--- src/rtl/regfile_write_arbiter_pkg.sv ---
// Shared widths and writeback request types for the vector CPU register-file write path.
package vector_cpu_pkg;

  localparam int DATA_WIDTH    = 18;
  localparam int VECTOR_SIZE   = 8;
  localparam int WIDTH         = 8;
  localparam int ADDRESS_WIDTH = 4;
  localparam int REQUESTERS    = 2;
  localparam int REGISTERS     = 1 << ADDRESS_WIDTH;

  typedef logic [VECTOR_SIZE-1:0][WIDTH-1:0] vector_t;

  // One writeback request as presented by a requester (ALU or memory load).
  typedef struct packed {
    logic                     is_vector;
    logic [ADDRESS_WIDTH-1:0] address;
    logic [DATA_WIDTH-1:0]    scalar_data;
    vector_t                  vector_data;
  } wb_req_t;

endpackage

--- src/rtl/regfile_write_arbiter_if.sv ---
// Writeback bus: requester handshake on one side, register-file write port on the other.
interface regfile_write_arbiter_if;
  import vector_cpu_pkg::*;

  logic [REQUESTERS-1:0]                    reqValid;
  logic [REQUESTERS-1:0]                    reqReady;
  logic [REQUESTERS-1:0]                    reqIsVector;
  logic [REQUESTERS-1:0][ADDRESS_WIDTH-1:0] reqAddress;
  logic [REQUESTERS-1:0][DATA_WIDTH-1:0]    reqScalarData;
  vector_t [REQUESTERS-1:0]                 reqVectorData;

  logic                                     writeEnableScalar;
  logic                                     writeEnableVector;
  logic [ADDRESS_WIDTH-1:0]                 writeAddress;
  logic [DATA_WIDTH-1:0]                    writeScalarData;
  vector_t                                  writeVectorData;

  // Environment side: requesters drive requests, Decode consumes the write port.
  modport master (
    output reqValid, reqIsVector, reqAddress, reqScalarData, reqVectorData,
    input  reqReady,
    input  writeEnableScalar, writeEnableVector, writeAddress, writeScalarData, writeVectorData
  );

  // Arbiter side.
  modport slave (
    input  reqValid, reqIsVector, reqAddress, reqScalarData, reqVectorData,
    output reqReady,
    output writeEnableScalar, writeEnableVector, writeAddress, writeScalarData, writeVectorData
  );

endinterface

--- src/rtl/regfile_write_arbiter_rr_arbiter.sv ---
// Round-robin arbiter: one-hot grant, priority moves past the last accepted requester.
module rr_arbiter #(
  parameter int REQUESTERS = 2
) (
  input  logic                  clock,
  input  logic                  reset,
  input  logic [REQUESTERS-1:0] request,
  input  logic                  accept,
  output logic [REQUESTERS-1:0] grant
);

  localparam logic [REQUESTERS-1:0] ONE = REQUESTERS'(1);

  // mask_reg has ones at every requester index that currently outranks the wrap-around.
  logic [REQUESTERS-1:0] mask_reg;
  logic [REQUESTERS-1:0] mask_next;
  logic [REQUESTERS-1:0] masked;
  logic [REQUESTERS-1:0] pick_masked;
  logic [REQUESTERS-1:0] pick_any;

  // Lowest set bit among the high-priority requesters, else lowest set bit overall.
  assign masked      = request & mask_reg;
  assign pick_masked = masked & (~masked + ONE);
  assign pick_any    = request & (~request + ONE);
  assign grant       = (|masked) ? pick_masked : pick_any;

  // Keep only indices strictly above the winner; a winner at the top index wraps to all-zero,
  // which hands priority back to requester 0 through the unmasked path.
  assign mask_next = ~((grant << 1) - ONE);

  // Priority pointer moves only on a completed handshake.
  always_ff @(posedge clock or negedge reset) begin
    if (!reset) begin
      mask_reg <= '1;
    end else if (accept) begin
      mask_reg <= mask_next;
    end
  end

endmodule

--- src/rtl/regfile_write_arbiter.sv ---
// Writeback arbiter for the Decode register files plus the busy-register scoreboard.
module regfile_write_arbiter
  import vector_cpu_pkg::*;
(
  input  logic                     clock,
  input  logic                     reset,
  regfile_write_arbiter_if.slave   bus,
  input  logic                     reserveValid,
  input  logic                     reserveIsVector,
  input  logic [ADDRESS_WIDTH-1:0] reserveAddress,
  input  logic                     queryIsVector,
  input  logic [ADDRESS_WIDTH-1:0] reg1Address,
  input  logic [ADDRESS_WIDTH-1:0] reg2Address,
  input  logic [ADDRESS_WIDTH-1:0] regDestinationAddress,
  output logic                     hazard
);

  logic [REQUESTERS-1:0] grant;
  logic                  accept;
  wb_req_t               req_entry [REQUESTERS];
  wb_req_t               req_gated [REQUESTERS];
  wb_req_t               selected;

  logic [REGISTERS-1:0]  busy_scalar_reg;
  logic [REGISTERS-1:0]  busy_scalar_next;
  logic [REGISTERS-1:0]  busy_vector_reg;
  logic [REGISTERS-1:0]  busy_vector_next;
  logic [REGISTERS-1:0]  query_busy;

  rr_arbiter #(
    .REQUESTERS (REQUESTERS)
  ) u_rr_arbiter (
    .clock   (clock),
    .reset   (reset),
    .request (bus.reqValid),
    .accept  (accept),
    .grant   (grant)
  );

  // The output register drains every cycle, so the grant alone is the ready.
  assign bus.reqReady = grant;
  assign accept       = |grant;

  // Pack each requester's fields and zero all but the granted one, so an OR selects it.
  for (genvar gi = 0; gi < REQUESTERS; gi++) begin : g_req
    assign req_entry[gi] = '{
      is_vector:   bus.reqIsVector[gi],
      address:     bus.reqAddress[gi],
      scalar_data: bus.reqScalarData[gi],
      vector_data: bus.reqVectorData[gi]
    };
    assign req_gated[gi] = grant[gi] ? req_entry[gi] : '0;
  end

  // OR-reduce the gated requests into the single accepted request.
  always_comb begin
    selected = '0;
    for (int i = 0; i < REQUESTERS; i++) begin
      selected = wb_req_t'(selected | req_gated[i]);
    end
  end

  // Capture the accepted request; enables are a one-cycle strobe, address/data hold when idle.
  always_ff @(posedge clock or negedge reset) begin
    if (!reset) begin
      bus.writeEnableScalar <= 1'b0;
      bus.writeEnableVector <= 1'b0;
      bus.writeAddress      <= '0;
      bus.writeScalarData   <= '0;
      bus.writeVectorData   <= '0;
    end else begin
      bus.writeEnableScalar <= accept & ~selected.is_vector;
      bus.writeEnableVector <= accept &  selected.is_vector;
      if (accept) begin
        bus.writeAddress    <= selected.address;
        bus.writeScalarData <= selected.scalar_data;
        bus.writeVectorData <= selected.vector_data;
      end
    end
  end

  // Scoreboard update: the strobe clears its bit first, a same-cycle reservation then wins.
  always_comb begin
    busy_scalar_next = busy_scalar_reg;
    busy_vector_next = busy_vector_reg;
    if (bus.writeEnableScalar) begin
      busy_scalar_next[bus.writeAddress] = 1'b0;
    end
    if (bus.writeEnableVector) begin
      busy_vector_next[bus.writeAddress] = 1'b0;
    end
    if (reserveValid) begin
      if (reserveIsVector) begin
        busy_vector_next[reserveAddress] = 1'b1;
      end else begin
        busy_scalar_next[reserveAddress] = 1'b1;
      end
    end
  end

  // Busy-bit state; a reset drops every outstanding reservation.
  always_ff @(posedge clock or negedge reset) begin
    if (!reset) begin
      busy_scalar_reg <= '0;
      busy_vector_reg <= '0;
    end else begin
      busy_scalar_reg <= busy_scalar_next;
      busy_vector_reg <= busy_vector_next;
    end
  end

  // Stall Decode when any operand or the destination is still pending in the queried file.
  assign query_busy = queryIsVector ? busy_vector_reg : busy_scalar_reg;
  assign hazard     = query_busy[reg1Address] | query_busy[reg2Address]
                    | query_busy[regDestinationAddress];

endmodule
--- src/flat_wrapper.sv ---
// flat-port wrapper written by rule: the top's interface ports become plain ports
module regfile_write_arbiter_flat import vector_cpu_pkg::*;
  (clock, reset, reserveValid, reserveIsVector, reserveAddress, queryIsVector, reg1Address, reg2Address, regDestinationAddress, hazard, bus_reqValid, bus_reqIsVector, bus_reqAddress, bus_reqScalarData, bus_reqVectorData, bus_reqReady, bus_writeEnableScalar, bus_writeEnableVector, bus_writeAddress, bus_writeScalarData, bus_writeVectorData);
  regfile_write_arbiter_if bus_i ();
  input  logic clock;
  input  logic reset;
  input  logic reserveValid;
  input  logic reserveIsVector;
  input  logic [ADDRESS_WIDTH-1:0] reserveAddress;
  input  logic queryIsVector;
  input  logic [ADDRESS_WIDTH-1:0] reg1Address;
  input  logic [ADDRESS_WIDTH-1:0] reg2Address;
  input  logic [ADDRESS_WIDTH-1:0] regDestinationAddress;
  output logic hazard;
  input wire logic [$bits(bus_i.reqValid)-1:0] bus_reqValid;
  input wire logic [$bits(bus_i.reqIsVector)-1:0] bus_reqIsVector;
  input wire logic [$bits(bus_i.reqAddress)-1:0] bus_reqAddress;
  input wire logic [$bits(bus_i.reqScalarData)-1:0] bus_reqScalarData;
  input wire logic [$bits(bus_i.reqVectorData)-1:0] bus_reqVectorData;
  output wire logic [$bits(bus_i.reqReady)-1:0] bus_reqReady;
  output wire logic [$bits(bus_i.writeEnableScalar)-1:0] bus_writeEnableScalar;
  output wire logic [$bits(bus_i.writeEnableVector)-1:0] bus_writeEnableVector;
  output wire logic [$bits(bus_i.writeAddress)-1:0] bus_writeAddress;
  output wire logic [$bits(bus_i.writeScalarData)-1:0] bus_writeScalarData;
  output wire logic [$bits(bus_i.writeVectorData)-1:0] bus_writeVectorData;
  assign bus_i.reqValid = bus_reqValid;
  assign bus_i.reqIsVector = bus_reqIsVector;
  assign bus_i.reqAddress = bus_reqAddress;
  assign bus_i.reqScalarData = bus_reqScalarData;
  assign bus_i.reqVectorData = bus_reqVectorData;
  assign bus_reqReady = bus_i.reqReady;
  assign bus_writeEnableScalar = bus_i.writeEnableScalar;
  assign bus_writeEnableVector = bus_i.writeEnableVector;
  assign bus_writeAddress = bus_i.writeAddress;
  assign bus_writeScalarData = bus_i.writeScalarData;
  assign bus_writeVectorData = bus_i.writeVectorData;
  regfile_write_arbiter u_core (.clock(clock), .reset(reset), .bus(bus_i), .reserveValid(reserveValid), .reserveIsVector(reserveIsVector), .reserveAddress(reserveAddress), .queryIsVector(queryIsVector), .reg1Address(reg1Address), .reg2Address(reg2Address), .regDestinationAddress(regDestinationAddress), .hazard(hazard));
endmodule
--- config.mk ---
export PLATFORM = sky130hd
export DESIGN_NAME = regfile_write_arbiter_flat
export DESIGN_NICKNAME = d
export VERILOG_FILES = /design/src/rtl/regfile_write_arbiter_pkg.sv /design/src/rtl/regfile_write_arbiter_if.sv /design/src/rtl/regfile_write_arbiter_rr_arbiter.sv /design/src/rtl/regfile_write_arbiter.sv /design/src/flat_wrapper.sv
export SDC_FILE = /design/constraint.sdc
export NUM_CORES = 1
export LEC_CHECK = 0
export ABC_AREA = 1
export CAP_MARGIN = 10
export CORE_MARGIN = 2
export CORE_UTILIZATION = 37
export CTS_CLUSTER_DIAMETER = 80
export DETAILED_ROUTE_END_ITERATION = 8
export PLACE_DENSITY = 0.86
export REMOVE_ABC_BUFFERS = 1
export SETUP_SLACK_MARGIN = 0.15
export SYNTH_ARGS = -nofsm -noshare
export SYNTH_HDL_FRONTEND = slang
export SYNTH_SLANG_ARGS = --single-unit
--- constraint.sdc ---
create_clock -name clock -period 1.65 [get_ports clock]
set_input_delay 0.4125 -clock clock [delete_from_list [all_inputs] [get_ports clock]]
set_output_delay 0.4125 -clock clock [all_outputs]
set_load 0.005 [all_outputs]
Word-level counts from Yosys, hierarchy flattened:

Cells that the tools add are included.

* bits in registers: 122

* $add $sub $neg: 3
* $lt $le $gt $ge: 7
* reduce and logical (&&, ||, !) cells: 4
* bitwise gates (word level): 17
* muxes and demuxes: 20

Operator list (number)
* $mux 87: 2
* $mux 16: 7
* $or 87x87->87: 1
* $and 16x16->16: 2
* $or 16x16->16: 2
* $lt 4x5->1 const B: 5
* $not 16->16: 1
* $bmux 1 s4: 3
* $demux 1 s4: 2
* $ge 4x1->1 const B: 2
* $and 2x2->2: 3
* $not 2->2: 3
* $mux 1: 5
* $add 2x1->2 const B: 2
* $reduce_or 2->1: 2
* $and 1x1->1: 2
* $logic_and 1x1->1: 2
* $mux 2: 1
* $or 1x1->1: 2
* $sub 2x1->2 const B: 1
* $not 1->1: 1

Longest topological paths before layout:

Gate-level depths: netlist (run 1).

* word-level depth: 10
* depth in mapped cells: 11
* mapped depth without buffers: 9

Modules after synthesis:

A second synthesis (run 1) with hierarchy kept.

* cell total of the unflattened synthesis: 700
* area, all modules: 5915.7 µm²

Modules (own cells, without submodules)
* regfile_write_arbiter: times used 1, cells an instance 689, area an instance 5811.8 µm²
* rr_arbiter: times used 1, cells an instance 11, area an instance 103.8 µm²

Worst setup path before layout (run 1):

OpenSTA, ideal clock, no wires.

* path kind: in2out
* from: input reg2Address[0]
* to: output hazard
* buffers on the path: 1
* arrival: 1.225 ns
* stages on the path: 9
* required time: 1.237 ns
* path slack: 0.013 ns
* cell sequence: buf_2 > inv_1 > nand3_1 > nand3_1 > nand3_1 > nand3b_1 > nand2_1 > nor2_1 > nand2_1

* word-level cells in the longest chain between the ends: 4

Ends and longest elaborated chain
* start, declared: line flat_wrapper.sv:12 `input logic [ADDRESS_WIDTH-1:0] reg2Address;`
* $bmux 1 s4: line regfile_write_arbiter.sv:114 `assign hazard = query_busy[reg1Address] | query_busy[reg2Address]`
* $mux 1 (implied by the code): line regfile_write_arbiter.sv:114
* $or 1x1->1: line regfile_write_arbiter.sv:114
* $or 1x1->1: line regfile_write_arbiter.sv:115 `| query_busy[regDestinationAddress];`
* end, declared: line flat_wrapper.sv:14 `output logic hazard;`

Every way passes these cells. The select of a mux whose other input is x is not followed.

Final worst setup path (run 1):

* from: input queryIsVector
* to: output hazard

* word-level cells in the longest chain between the ends: 5
* elaborated cells between the ends (all ways): 9

Ends and longest elaborated chain
* start, declared: line flat_wrapper.sv:10 `input logic queryIsVector;`
* $mux 16 *: line regfile_write_arbiter.sv:113 `assign query_busy = queryIsVector ? busy_vector_reg : busy_scalar_reg;`
* $bmux 1 s4: line regfile_write_arbiter.sv:114
* $mux 1 (implied by the code): line regfile_write_arbiter.sv:114
* $or 1x1->1: line regfile_write_arbiter.sv:114
* $or 1x1->1 *: line regfile_write_arbiter.sv:115

Mark *: on every way between the ends. The rest lies on a longest branch, timed or not. The select of a mux whose other input is x is not followed.

==> results of run 1 <==
-- layout make-up --
type,instances,area (um^2),area share
timing repair inverter,1,7.51,0.000722
clock buffer,20,437,0.0420
sequential,122,3060,0.294
timing repair buffer,346,3560,0.342
inverter,31,121,0.0117
multi-input combinational,588,2790,0.269
tap,216,270,0.0260
clock inverter,12,150,0.0144
antenna,1,2.50,0.000241
-- cell families (layout without fill, tap and decap cells) --
family,after synthesis,after routing,share of synthesized area
simple gates,517,517,0.368
buf+inv,68,410,0.0535
flops,122,122,0.515
compound gates,71,71,0.0635
other cells,0,1,0
-- metal layers --
| layer | vias up | GRT usage |
|---|---|---|
| met5 | - | 0 |
| met4 | 0 | 0.140 |
| met3 | 76 | 0.0770 |
| met2 | 361 | 0.440 |
| met1 | 3261 | 0.313 |
| li1 | 3217 | - |
-- worst max-delay path by stage --
stage	slack (ps)	to	from
final	-320	hazard	queryIsVector
after global routing	-440	hazard	u_core.busy_scalar_reg[7]
after CTS	-330	hazard	u_core.busy_scalar_reg[2]
after detailed placement	-1040	hazard	queryIsVector
after global placement	-1020	hazard	queryIsVector
after floorplan	-2050	u_core.bus.writeAddress[0]	bus_reqValid[0]
-- cells in the mapped netlist (all sizes together) --
master,number
a21oi,1
a22o,1
buf,24
clkbuf,13
dfrtp,120
dfstp,2
inv,31
nand2,328
nand3,170
nand3b,2
nor2,13
nor3,4
o211ai,4
o21ai,65
-- metrics by stage --
stage | setup slack (ps) | power [W] | std cells | util
final | -325 | 0.0104 | 1337 | 0.659
after global routing | -437 | 0.0109 | 1336 | 0.659
after CTS | -334 | 0.0102 | 1318 | 0.635
after detailed placement | -1040 | 0.00647 | 1276 | 0.585
after global placement | -1020 | 0.00640 | 1276 | 0.585
after floorplan | -2050 | 0.00488 | 741 | -
-- what timing repair did --
item                       4_1_cts  5_1_grt
gates cloned                     2        6
resized for setup              198       76
setup endpoints to repair      179      129
pin swaps                       26       14
buffers inserted                 8       12
-- where the power goes --
group | internal [W] | switching (W)
Clock | 0.00237 | 0.00137
Combinational | 0.00138 | 0.00133
Sequential | 0.00357 | 0.000398
==> results.cfg, run 1 <==
[outcome]
outcome = finished with violations
violations = setup timing

[clock_tree]
cts_tree = yes
cts_hold_buf = 0
numCtsBuffers = 17
clock_latency_ps = 410
root_buffer = clkbuf_16
ctsLongestPathBuffers = 2
htreeDepth = 4
clkTransAtPathRegs_ps = 60
cts_sinks = 122

[power_and_ir_drop]
leakage_nw = 4.70
irDropWorstVdd_mv = 0.582
p_per_area_nw_per_um2 = 1000

[final_layout]
fillers = 1262
drive_gt1_frac = 0.154
stdcell_area_um2 = 10400
mostFrequentLayoutCell = nand2_1
largest_reg_flops = 64
final_cell_mix = nand2_1 (302), clkdlybuf4s50_1 (188), nand3_1 (142)
nets = 1304
largest_register = u_core.bus.writeVectorData
area_growth_pct = 75.2
top_regs = u_core.bus.writeVectorData x64, u_core.bus.writeScalarData x18

[yosys]
yosys_warnings = 0
synth_top_area_cell = dfrtp_1
yosysTopAreaCellShare = 0.506
synthCells = 778
avgSynthCellArea_um2 = 7.63
synth_cell_types = 22
ys_ff_latch = 122
ys_top_cells_by_area = dfrtp_1 (51%), nand2_1 (20%), nand3_1 (14%)
syn_area_um2 = 5940
ys_seq_area_frac = 0.515

[critical_path]
slowest_delay_ps = 220
r2r-end = u_core.bus.writeEnableScalar
cp.required_ps = 1240
cp.arrival_ps = 1560
cp_num_cells = 11
rrSetupSlack_ps = 150
startpoint_type = primary input
path_common_cell = nand3_2
path_buf_inv = 3
rr_worst_depth = 7
slowest_stage = clkinvlp_4
worst_r2r_startpoint = u_core.u_rr_arbiter.mask_reg[1]
critPathCaptureType = output pin
cp_max_fo = 8
crit_type = in2out
crit_chain = buf_6 > clkinvlp_4 > nand2_2 > nand3_2 > nand3_2 > nand3_1 > nand3_2 > nand2_2 > nor2_2 > nand2_1 > buf_2
cp_top_family = simple AND/OR/NAND/NOR gates

[timing]
rsz0062_at_grt = true
timing.final.crit_share = 1.20
setup_ws_ps = -325
finalHoldViolations = 0
setup_tns_ps = -561
setup_violations = 3
layout_min_cycle_time_ps = 1970
maxSlewViolCount = 0
relSlewSlack = 0.689
clock_skew_ps = 11.3
max_freq_mhz = 506
worst_slew_pin_slew_ps = 466
finalHoldWorstSlack_ps = 1.69

[floorplan]
core-area_um2 = 15800
fp-row-count = 46
start_util = 0.376
die_area_um2 = 17100
dieWidth_um = 131
die_y_um = 131
io_pins = 288

[placed_design]
numPortBuffers = 287
place_area_um2 = 9220
place.gp.congestion = 0.970
place_hpwl_um = 16300

[routing]
wl_met3_um = 2010
drtAntennaViolNets = 0
drt-met1-wl_um = 8940
remaining_drc_errors = 0
drt_iter0_markers = 488
wl_per_cell_um = 18.0
route.met2.wl_um = 12100
vias_per_cell = 5.17
finalWirelength_um = 24100
drt_pass1_iterations = 5
routed.top_layer = met4
vias = 6915

[global_route]
antenna_found_initial = 0
first_global_vias = 6747
grt_usage = 0.265
grt_pass1_wl_um = 34600
gr-total-overflow = 0
grt_max_degree = 62

[flow_run]
drv_cap = 0

[worst_hold_path]
worstHoldPathType = in2async
No activity file was read; power rests on OpenSTA's default activity.
==> run 2: changes to the inputs <==
--- a/config.mk
+++ b/config.mk
@@ -11,6 +11,7 @@
 export CORE_UTILIZATION = 37
 export CTS_CLUSTER_DIAMETER = 80
 export DETAILED_ROUTE_END_ITERATION = 8
+export MAX_ROUTING_LAYER = met4
 export PLACE_DENSITY = 0.86
 export REMOVE_ABC_BUFFERS = 1
 export SETUP_SLACK_MARGIN = 0.15
==> results.cfg, run 2 (same netlist as run 1, synthesis figures left out) <==
[final_layout]
seqCellArea_um2 = 3060
largest_reg_flops = 64
fin_util = 0.673
top_regs = u_core.bus.writeVectorData x64, u_core.bus.writeScalarData x18
multi_input_area_um2 = 2840
drive_gt1_frac = 0.180
largest_register = u_core.bus.writeVectorData
nets = 1320
diodes = 0
final_cell_mix = nand2_1 (294), clkdlybuf4s50_1 (188), nand3_1 (139)
stdcell_area_um2 = 10600
area_growth_pct = 78.8
mostFrequentLayoutCell = nand2_1
fillers = 1222

[clock_tree]
root_buffer = clkbuf_16
cts_sinks = 122
clock_latency_ps = 420
htreeDepth = 4
ctsLongestPathBuffers = 2
numCtsBuffers = 17
clkTransAtPathRegs_ps = 60
cts_tree = yes

[routing]
vias = 7070
vias_per_cell = 5.23
drtAntennaViolNets = 0
remaining_drc_errors = 0
finalWirelength_um = 25400
drt_pass1_iterations = 5
wl_per_cell_um = 18.8
drt_iter0_markers = 525

[global_route]
gr-total-overflow = 0
busiest_layer = met2
grt_util_met3 = 0.0733
grtUsageMet2 = 0.431
grt_usage = 0.280
grt_pass1_wl_um = 35400
first_global_vias = 6879
grt_max_degree = 62
antenna_found_initial = 0
met1_usage = 0.330

[placed_design]
numPortBuffers = 287
place_area_um2 = 9180
place.gp.congestion = 0.911
place_hpwl_um = 16300

[floorplan]
io_pins = 288
start_util = 0.376
die_y_um = 131
core-area_um2 = 15800
fp-row-count = 46
dieWidth_um = 131
die_area_um2 = 17100

[timing]
setup_violations = 3
worst_slew_pin_slew_ps = 473
timing.final.crit_share = 1.21
relSlewSlack = 0.685
finalHoldViolations = 0
maxSlewViolCount = 0
rsz0062_at_grt = true
max_freq_mhz = 502
layout_min_cycle_time_ps = 1990
clock_skew_ps = 12.7
setup_ws_ps = -340

[critical_path]
cp.required_ps = 1240
critPathCaptureType = output pin
cp.arrival_ps = 1580
crit_type = reg2out
startpoint_type = register
cp_max_fo = 3

[power_and_ir_drop]
power_switching_w = 0.00327
p_per_area_nw_per_um2 = 1010
irDropWorstVdd_mv = 0.538
clkPwrFrac = 0.351
pwr-share-comb = 0.275
leakage_nw = 4.81
switching_share = 0.306
intPower_w = 0.00741
power_w = 0.0107
seqPwrFrac = 0.374

[outcome]
violations = setup timing
outcome = finished with violations

[flow_run]
drv_cap = 0

[worst_hold_path]
worstHoldPathType = in2async
[run 2: changes by cell type in the layout (fill, tap and decap cells not counted), moves of 3 or more]
cell / previous run / this run
buf_4: 34 / 51
nand2_1: 302 / 294
nand2_2: 25 / 33
dlygate4sd2_1: 27 / 21
buf_12: 10 / 6
clkdlybuf4s15_1: 65 / 69
nor2_2: 7 / 3
buf_16: 2 / 5
clkinv_2: 4 / 1
inv_6: 0 / 3
nand3_1: 142 / 139
nand3_2: 28 / 31
[run 2: final cells by class]
type / count / share of cell area
clock buffers: 20 / 0.0430
repair inverters: 1 / 0.000707
clock inverters: 12 / 0.0132
well taps: 216 / 0.0255
inverters: 31 / 0.0114
multi-input cells: 588 / 0.267
repair buffers: 362 / 0.350
flip-flops and latches: 122 / 0.288
[run 2: timing repair]
item,4_1_cts,5_1_grt
gates cloned,5,6
endpoints found under the hold margin,0,0
hold buffers,0,0
resized for setup,196,96
pin swaps,17,36
setup endpoints to repair,179,131
setup buffers,10,27
[run 2: metal layers]
| layer | up-vias | part of all wire |
|---|---|---|
| li1 | 3246 | - |
| met1 | 3323 | 0.37 |
| met2 | 400 | 0.49 |
| met3 | 101 | 0.078 |
| met4 | 0 | 0.059 |
| met5 | - | 0 |
[run 2: worst paths after layout]
kind / startpoint / end / slack [ps] / depth (start not counted)
max in group asynchronous: reset / u_core.u_rr_arbiter.mask_reg[1] / 1320 / 2
min in group clock: u_core.u_rr_arbiter.mask_reg[0] / u_core.u_rr_arbiter.mask_reg[0] / 480 / 2
hold / removal: reset / u_core.bus.writeVectorData[62] / 5 / 2
hold reg to reg: u_core.u_rr_arbiter.mask_reg[0] / u_core.u_rr_arbiter.mask_reg[0] / 480 / 2
setup reg to reg: u_core.u_rr_arbiter.mask_reg[1] / u_core.bus.writeVectorData[8] / 140 / 7
setup / recovery: u_core.busy_vector_reg[4] / hazard / -340 / 9
[run 2: critical path, stage by stage (launching register included)]
cell	delay, ps
dfrtp_1	410
nand2_2	120
nand3_1	90
nand3_1	90
nand3_1	70
nand3_1	80
nand2_1	60
nor2_1	90
nand2_1	50
buf_2	120
[run 2: through the flow]
stage	cells	hold WS (ps)	setup TNS (ps)	worst slack [ps]
after CTS	1319	15.2	-581	-330
after detailed placement	1272	454	-49660	-1030
after floorplan	741	117	-147410	-2050
after global routing	1352	24.8	-727	-435
after global placement	1272	448	-45650	-1020
final	1352	4.84	-552	-340
[run 2: power by group through the flow]
| stage | Sequential (W) | Combinational (W) | Clock, W |
|---|---|---|---|
| detailed placement | 0.00398 | 0.00249 | 0 |
| finish | 0.00399 | 0.00293 | 0.00375 |
| CTS | 0.00395 | 0.00253 | 0.00377 |
| global placement | 0.00397 | 0.00242 | 0 |
| floorplan | 0.00388 | 0.000999 | 0 |
| global route | 0.00404 | 0.00319 | 0.00391 |
